**config.mk**
```make
export PLATFORM = sky130hd
export DESIGN_NAME = hc_rd_arbiter_flat
export DESIGN_NICKNAME = d
export VERILOG_FILES = /design/src/rtl/hc_pkg.sv /design/src/rtl/hc_rd_arbiter_if.sv /design/src/rtl/hc_rr_arbiter.sv /design/src/rtl/hc_rd_arbiter.sv /design/src/flat_wrapper.sv
export SDC_FILE = /design/constraint.sdc
export NUM_CORES = 1
export LEC_CHECK = 0
export BUFFER_PORTS_ARGS = -buffer_cell sky130_fd_sc_hd__buf_4
export CORE_AREA = 2 2 505 507
export DETAILED_ROUTE_END_ITERATION = 6
export DIE_AREA = 0 0 507 509
export PLACE_DENSITY = 0.36
export SLEW_MARGIN = 20
export SYNTH_ARGS = -nofsm -noshare
export SYNTH_HDL_FRONTEND = slang
export SYNTH_SLANG_ARGS = --single-unit
```
**constraint.sdc**
```tcl
create_clock -name clk -period 4.4 [get_ports clk]
set_clock_uncertainty 0.05 [all_clocks]
set_input_delay 0.88 -clock clk [delete_from_list [all_inputs] [get_ports clk]]
set_output_delay 0.88 -clock clk [all_outputs]
set_load 0.01 [all_outputs]
```
**src/rtl/hc_pkg.sv**
```systemverilog
// Shared types and constants for the hc_requestor read path.
// Used by hc_rd_arbiter (optional statistics via HC_RD_ARB_STATS_EN).
package hc_pkg;

    localparam int unsigned HC_RD_ARB_MDATA_W = 16;
    localparam int unsigned HC_MAX_REQ        = 16;

    typedef logic [41:0] t_ccip_clAddr;

    typedef logic [$clog2(HC_MAX_REQ)-1:0] t_hc_req_id;

    typedef enum logic [1:0] {
        IDLE  = 2'd0,
        RUN   = 2'd1,
        DRAIN = 2'd2
    } t_hc_rd_arb_state;

endpackage

```
**src/rtl/hc_rd_arbiter_if.sv**
```systemverilog
// Requester-side and CCI-P c0 channel signals of hc_rd_arbiter.
// master = requesters plus CCI-P shell, slave = the arbiter.
interface hc_rd_arbiter_if #(
    parameter int unsigned N_REQ = 4
);
    import hc_pkg::*;

    logic [N_REQ-1:0]                   req_valid;
    t_ccip_clAddr [N_REQ-1:0]           req_addr;
    logic [N_REQ-1:0]                   req_ready;
    logic [N_REQ-1:0]                   rsp_valid;
    logic [511:0]                       rsp_data;

    logic                               c0_tx_valid;
    t_ccip_clAddr                       c0_tx_addr;
    logic [HC_RD_ARB_MDATA_W-1:0]       c0_tx_mdata;
    logic                               c0_almfull;
    logic                               c0_rx_valid;
    logic [HC_RD_ARB_MDATA_W-1:0]       c0_rx_mdata;
    logic [511:0]                       c0_rx_data;

    modport master (
        output req_valid, req_addr, c0_almfull, c0_rx_valid, c0_rx_mdata, c0_rx_data,
        input  req_ready, rsp_valid, rsp_data, c0_tx_valid, c0_tx_addr, c0_tx_mdata
    );

    modport slave (
        input  req_valid, req_addr, c0_almfull, c0_rx_valid, c0_rx_mdata, c0_rx_data,
        output req_ready, rsp_valid, rsp_data, c0_tx_valid, c0_tx_addr, c0_tx_mdata
    );

endinterface

```
**src/rtl/hc_rr_arbiter.sv**
```systemverilog
// Round-robin arbiter: first request at or after the pointer wins, wrapping modulo N.
// The pointer moves past the winner only when advance is asserted.
module hc_rr_arbiter #(
    parameter  int unsigned N  = 4,
    localparam int unsigned IW = $clog2(N)
) (
    input  logic          clk,
    input  logic          reset_n,
    input  logic [N-1:0]  req,
    input  logic          en,
    input  logic          adv,
    output logic [N-1:0]  gnt,
    output logic [IW-1:0] idx
);

    localparam logic [IW:0]   NUM  = (IW+1)'(N);
    localparam logic [IW-1:0] LAST = IW'(N - 1);

    logic [IW-1:0] ptr_q;
    logic [IW:0]   pos;
    logic          found;

    always_comb begin
        gnt   = '0;
        idx   = '0;
        found = 1'b0;
        pos   = '0;
        for (int unsigned i = 0; i < N; i++) begin
            pos = {1'b0, ptr_q} + (IW+1)'(i);
            if (pos >= NUM) pos = pos - NUM;
            if (!found && req[pos[IW-1:0]]) begin
                found = 1'b1;
                idx   = pos[IW-1:0];
            end
        end
        if (en && found) gnt[idx] = 1'b1;
    end

    always_ff @(posedge clk or negedge reset_n) begin
        if (!reset_n) begin
            ptr_q <= '0;
        end else if (adv) begin
            ptr_q <= (idx == LAST) ? '0 : idx + 1'b1;
        end
    end

endmodule

```
**src/rtl/hc_rd_arbiter.sv**
```systemverilog
// Shares the CCI-P c0 read channel among N_REQ requesters with credit and almost-full gating.
// Define HC_RD_ARB_STATS_EN to add per-requester grant/stall counters.
module hc_rd_arbiter
    import hc_pkg::*;
#(
    parameter int unsigned N_REQ           = 4,
    parameter int unsigned MAX_OUTSTANDING = 64
) (
    input  logic                   clk,
    input  logic                   reset_n,
    input  logic                   enable,
    output logic                   busy,
    output logic                   done,
    output logic                   err,
`ifdef HC_RD_ARB_STATS_EN
    output logic [N_REQ-1:0][31:0] stat_grants,
    output logic [N_REQ-1:0][31:0] stat_stalls,
`endif
    hc_rd_arbiter_if.slave         bus
);

    localparam int unsigned   IW      = $clog2(N_REQ);
    localparam int unsigned   CW      = $clog2(MAX_OUTSTANDING + 1);
    localparam int unsigned   MW      = HC_RD_ARB_MDATA_W;
    localparam logic [IW:0]   NUM     = (IW+1)'(N_REQ);
    localparam logic [CW-1:0] MAX_CNT = CW'(MAX_OUTSTANDING);

    t_hc_rd_arb_state state_q, state_d;
    logic [CW-1:0]    out_q, out_d;
    logic             grant_en, xfer, rx_ok, dec;
    logic [N_REQ-1:0] gnt;
    logic [IW-1:0]    gnt_idx, rx_id;

    logic             tx_valid_q;
    t_ccip_clAddr     tx_addr_q;
    logic [IW-1:0]    tx_id_q;
    logic [N_REQ-1:0] rsp_valid_q;
    logic [511:0]     rsp_data_q;
    logic             done_q, err_q;

    // enable low in RUN already suppresses the grant of the cycle that moves to DRAIN
    assign grant_en = (state_q == RUN) && enable && !bus.c0_almfull && (out_q < MAX_CNT);

    hc_rr_arbiter #(
        .N (N_REQ)
    ) u_rr (
        .clk     (clk),
        .reset_n (reset_n),
        .req     (bus.req_valid),
        .en      (grant_en),
        .adv     (xfer),
        .gnt     (gnt),
        .idx     (gnt_idx)
    );

    assign xfer          = |gnt;
    assign bus.req_ready = gnt;

    // A response is only ours if mdata is exactly a valid requester ID
    assign rx_id = bus.c0_rx_mdata[IW-1:0];
    assign rx_ok = (bus.c0_rx_mdata[MW-1:IW] == '0) && ({1'b0, rx_id} < NUM);
    assign dec   = bus.c0_rx_valid && rx_ok;

    always_comb begin
        state_d = state_q;
        unique case (state_q)
            IDLE:    if (enable) state_d = RUN;
            RUN:     if (!enable) state_d = DRAIN;
            DRAIN:   if (out_q == '0) state_d = IDLE;
            default: state_d = IDLE;
        endcase
    end

    always_comb begin
        out_d = out_q;
        if (xfer && !dec) begin
            out_d = out_q + 1'b1;
        end else if (!xfer && dec && (out_q != '0)) begin
            out_d = out_q - 1'b1;
        end
    end

    always_ff @(posedge clk or negedge reset_n) begin
        if (!reset_n) begin
            state_q     <= IDLE;
            out_q       <= '0;
            tx_valid_q  <= 1'b0;
            tx_addr_q   <= '0;
            tx_id_q     <= '0;
            rsp_valid_q <= '0;
            rsp_data_q  <= '0;
            done_q      <= 1'b0;
            err_q       <= 1'b0;
        end else begin
            state_q    <= state_d;
            out_q      <= out_d;
            tx_valid_q <= xfer;
            if (xfer) begin
                tx_addr_q <= bus.req_addr[gnt_idx];
                tx_id_q   <= gnt_idx;
            end
            rsp_valid_q <= '0;
            if (bus.c0_rx_valid) begin
                rsp_data_q <= bus.c0_rx_data;
                if (rx_ok) rsp_valid_q <= N_REQ'(1) << rx_id;
            end
            done_q <= (state_q == DRAIN) && (out_q == '0);
            if (bus.c0_rx_valid && (!rx_ok || (out_q == '0))) err_q <= 1'b1;
        end
    end

    assign busy            = (state_q != IDLE);
    assign done            = done_q;
    assign err             = err_q;
    assign bus.c0_tx_valid = tx_valid_q;
    assign bus.c0_tx_addr  = tx_addr_q;
    assign bus.c0_tx_mdata = {{(MW - IW){1'b0}}, tx_id_q};
    assign bus.rsp_valid   = rsp_valid_q;
    assign bus.rsp_data    = rsp_data_q;

`ifdef HC_RD_ARB_STATS_EN
    // Counters restart with every run so the host reads per-run figures
    always_ff @(posedge clk or negedge reset_n) begin
        if (!reset_n) begin
            stat_grants <= '0;
            stat_stalls <= '0;
        end else if ((state_q == IDLE) && enable) begin
            stat_grants <= '0;
            stat_stalls <= '0;
        end else begin
            for (int i = 0; i < int'(N_REQ); i++) begin
                if (gnt[i]) stat_grants[i] <= stat_grants[i] + 32'd1;
                if (bus.req_valid[i] && !gnt[i]) stat_stalls[i] <= stat_stalls[i] + 32'd1;
            end
        end
    end
`endif

endmodule

```
**src/flat_wrapper.sv**
```systemverilog
// flat-port wrapper written by rule: the top's interface ports become plain ports
module hc_rd_arbiter_flat import hc_pkg::*;
#(
    parameter int unsigned N_REQ           = 4,
    parameter int unsigned MAX_OUTSTANDING = 64
)
  (clk, reset_n, enable, busy, done, err, bus_req_valid, bus_req_addr, bus_c0_almfull, bus_c0_rx_valid, bus_c0_rx_mdata, bus_c0_rx_data, bus_req_ready, bus_rsp_valid, bus_rsp_data, bus_c0_tx_valid, bus_c0_tx_addr, bus_c0_tx_mdata);
  hc_rd_arbiter_if #(.N_REQ(N_REQ)) bus_i ();
  input  logic clk;
  input  logic reset_n;
  input  logic enable;
  output logic busy;
  output logic done;
  output logic err;
  input wire logic [$bits(bus_i.req_valid)-1:0] bus_req_valid;
  input wire logic [$bits(bus_i.req_addr)-1:0] bus_req_addr;
  input wire logic [$bits(bus_i.c0_almfull)-1:0] bus_c0_almfull;
  input wire logic [$bits(bus_i.c0_rx_valid)-1:0] bus_c0_rx_valid;
  input wire logic [$bits(bus_i.c0_rx_mdata)-1:0] bus_c0_rx_mdata;
  input wire logic [$bits(bus_i.c0_rx_data)-1:0] bus_c0_rx_data;
  output wire logic [$bits(bus_i.req_ready)-1:0] bus_req_ready;
  output wire logic [$bits(bus_i.rsp_valid)-1:0] bus_rsp_valid;
  output wire logic [$bits(bus_i.rsp_data)-1:0] bus_rsp_data;
  output wire logic [$bits(bus_i.c0_tx_valid)-1:0] bus_c0_tx_valid;
  output wire logic [$bits(bus_i.c0_tx_addr)-1:0] bus_c0_tx_addr;
  output wire logic [$bits(bus_i.c0_tx_mdata)-1:0] bus_c0_tx_mdata;
  assign bus_i.req_valid = bus_req_valid;
  assign bus_i.req_addr = bus_req_addr;
  assign bus_i.c0_almfull = bus_c0_almfull;
  assign bus_i.c0_rx_valid = bus_c0_rx_valid;
  assign bus_i.c0_rx_mdata = bus_c0_rx_mdata;
  assign bus_i.c0_rx_data = bus_c0_rx_data;
  assign bus_req_ready = bus_i.req_ready;
  assign bus_rsp_valid = bus_i.rsp_valid;
  assign bus_rsp_data = bus_i.rsp_data;
  assign bus_c0_tx_valid = bus_i.c0_tx_valid;
  assign bus_c0_tx_addr = bus_i.c0_tx_addr;
  assign bus_c0_tx_mdata = bus_i.c0_tx_mdata;
  hc_rd_arbiter #(.N_REQ(N_REQ), .MAX_OUTSTANDING(MAX_OUTSTANDING)) u_core (.clk(clk), .reset_n(reset_n), .enable(enable), .busy(busy), .done(done), .err(err), .bus(bus_i));
endmodule
```
==> results by group <==
Critical path
  • CP Capture Type: output pin
  • CP Cell Sequence: nor4b_1 > nand2_1 > a21oi_1 > nand2_1 > nor2_1 > buf_4
  • Worst Setup SP: u_core.state_q[1]
  • Crit start category: flip-flop
  • Data arrival, critical path: 2780 ps
  • Worst R2R Start: u_core.u_rr.ptr_q[1]
  • Critical-path cell with the highest stage delay: nor4b_1
  • Crit path to: bus_req_ready[2]
  • Required @ worst endpoint: 3470 ps
  • R2R setup slack: 910 ps
  • Maximum fanout along the worst path: 6
  • Slowest stage delay, CP: 490 ps
  • Setup CP Type: flip-flop to output pin
  • Worst r2r path cells: 16
  • RR Endpoint: u_core.out_q[6]
  • CP dominant cell by count: nand2_1

Floorplan
  • Die width: 507 um
  • Rows: 185
  • Die area: 258000 um2
  • Initial cell density of the core: 9.06%
  • Die Y: 509 um
  • Core area: 253000 um2
  • Ports: 1287

Synth
  • Synth area leaders: dfrtp_1, mux2_2, mux2i_1
  • Synth warnings: 0
  • Netlist cell types: 43
  • Syn avg cell area: 15.4 um2
  • Cell Area, Synth: 22900 um2
  • Synth area leader: dfrtp_1
  • Post-Syn Instances: 1487
  • Number of enable flip-flop cells after synthesis: 0
  • Post-synth ARST share: 100%
  • Register area share after synthesis: 62.7%
  • Synth Register Bits: 574
  • Main synth FF type: dfrtp_1
  • Yosys top cell area share: 62.7%

Placement
  • Dpl ws: 296 ps
  • Post-DP HPWL: 138000 um
  • Post-place instance area: 36800 um2
  • Routability cong.: 0.852
  • Port Buffers: 1272
  • Placed cells: 6082

Clocking
  • H-tree levels: 3
  • Clock Sinks: 574
  • Clock transition at the registers of the reported paths: 80 ps
  • Hold_buf cts: 0
  • TritonCTS clock tree: done
  • Max clock buf depth: 3
  • Skew-Pair Late Insertion Delay: 710 ps
  • Postcts setup bufs: 0
  • TritonCTS Buffers: 83
  • Post-cts sizing count: 0
  • CTS root buffer: clkbuf_16

Global route
  • Number of global-route vias before repair: 19400
  • Largest net degree at the start of global routing: 144
  • Global-route wire length before repair: 205000 um
  • Congestion Overflow GR: 0
  • Initial antenna violation count: 113
  • GRT Overall Usage: 12.2%

STA
  • Actual slew at the worst max-slew pin: 1150 ps
  • Final WS setup: 691 ps
  • Slew margin rel.: 23.4%
  • Final worst-path cycle share: 84.3%
  • # setup viols final: 0
  • Pins Over Slew Limit: 0
  • RSZ-0062 raised after global routing: no
  • Final Hold Viols: 0
  • Fmax: 270 MHz
  • Setup TNS: 0 ps
  • Min cycle time layout: 3710 ps

Power
  • Power Dens Cells: 459 nW/um2
  • Logic pwr share: 25.2%
  • Leak Pwr: 17.7 nW
  • Clk network pwr share: 39.4%
  • P_sw: 5.79 mW
  • Seq pwr share: 35.4%
  • Peak supply drop: 273 uV
  • P_int: 12.4 mW
  • Sw frac: 31.9%

Detailed routing
  • Detailed Route WL: 163000 um
  • Number of DRC markers in iteration 0: 730
  • Vias: 18400
  • Avg WL per Cell: 26.1 um
  • Post-route ant nets: 0
  • Via/cell ratio: 2.95
  • Detailed Routing Iterations Pass 1: 5
  • DRC: 0

Status
  • Outcome: complete, no violations

Layout
  • Synth-to-layout area growth: 72.8%
  • Total Nets Final: 3513
  • Layout cells sized above 1: 69.9%
  • Final instance count without filler cells: 6236
  • Sequential standard cell area: 14400 um2
  • Post-Layout Inst Area: 39600 um2
  • Filler Cell Count: 28300
  • Multi-input logic area: 8180 um2

Flow run
  • Max-cap viol count: 0

Min path
  • Worst Hold Class: input pin to asynchronous set/reset pin
## worst max-delay path: cells and delay by family (launching register included)
| family | cells | cell delay [ps] |
|---|---|---|
| AOI/OAI and AO/OA | 1 | 330 |
| buffers and inverters | 1 | 200 |
| DFF | 1 | 420 |
| and+or+nand+nor | 4 | 1100 |
## through the flow
step / util [%] / power [mW] / hold slack, ps
2_1_floorplan: - / 8.37 / 415
3_3_place_gp: 14.5 / 11.2 / 413
3_5_place_dp: 14.5 / 11.3 / 409
4_1_cts: 15.7 / 18.7 / 26.8
5_1_grt: 15.7 / 19.2 / 85.6
6_report: 15.7 / 18.2 / 91.2
## worst min path at each step
stage	end	slack (ps)	cells past startpoint
after floorplan	u_core.state_q[0]	410	1
after global placement	u_core.err	410	1
after detailed placement	u_core.err	410	1
after CTS	u_core.bus.rsp_data[409]	30	1
after global routing	u_core.bus.rsp_data[93]	90	1
final	u_core.bus.rsp_data[93]	90	1
## cell families after synthesis
logic type | synth area share, %
AO/OA/AOI/OAI | 1.70
AND/OR/NAND/NOR | 1.81
multiplexers | 31.3
other | 0.0164
adder cells (fa/ha/maj) | 0.415
buffers and inverters | 1.92
flip-flops | 62.7
XOR/XNOR | 0.191
## synth_stat cells, types with 3 or more instances
master    number
nor4_1         5
buf_2          7
o21ai_0       48
nand2b_1       4
clkbuf_1      61
nor2b_1        6
a21oi_1        6
mux2_1         5
mux2i_1       85
xnor2_1        3
ha_1           6
buf_4         18
buf_1          7
nand2_1       53
nor2_1        12
mux2_2       554
dfrtp_1      574
## cell type report
cell class	instances	area share [%]
diodes	5	0.0316
clock buffers	116	5.99
multi-input cells	829	20.7
clock inverters	33	1.16
well taps	3366	10.6
repair buffers	1309	25.2
inverters	4	0.0379
flip-flops and latches	574	36.3
## flip-flops by register name (all words and copies together) (netlist names)
signal and cells:
u_core.bus.rsp_data 512, u_core.bus.c0_tx_addr 42, u_core.out_q 7, u_core.bus.rsp_valid 4, u_core.state_q 2, u_core.tx_id_q 2, u_core.u_rr.ptr_q 2, u_core.bus.c0_tx_valid 1
u_core.done 1, u_core.err 1
## per-layer routing
metal	wire length [um]	GRT usage [%]	up-vias	share of wire [%]
met3	30400	10.4	326	19
li1	-	-	7940	-
met1	55300	12.0	8952	34
met4	4440	3.18	66	2.7
met2	72200	19.1	1094	44
met5	436	0	-	0.27
## placed cells by master, fill, tap and decap left out, types with 3 or more instances in the layout
| master | n |
|---|---|
| nand2_1 | 53 |
| nor2b_1 | 6 |
| ha_1 | 6 |
| mux2i_1 | 85 |
| nor2_1 | 12 |
| clkinv_16 | 3 |
| clkbuf_16 | 83 |
| clkinv_2 | 13 |
| clkinvlp_4 | 5 |
| buf_4 | 1296 |
| conb_1 | 14 |
| clkbuf_8 | 17 |
| diode_2 | 5 |
| inv_16 | 3 |
| dfrtp_1 | 574 |
| clkbuf_1 | 16 |
| nor4_1 | 5 |
| bufinv_16 | 6 |
| a21oi_1 | 6 |
| mux2_2 | 554 |
| nand2b_1 | 4 |
| buf_12 | 11 |
| o21ai_0 | 47 |
| mux2_1 | 5 |
| xnor2_1 | 3 |
## power by group through the flow
stage	clock, mW	sequential [mW]	combinational (mW)
floorplan	0	6.75	1.62
global placement	0	6.52	4.72
detailed placement	0	6.54	4.73
CTS	7.54	6.45	4.74
global route	7.70	6.54	5.01
finish	7.17	6.44	4.58
No activity file was read; power rests on OpenSTA's default activity.
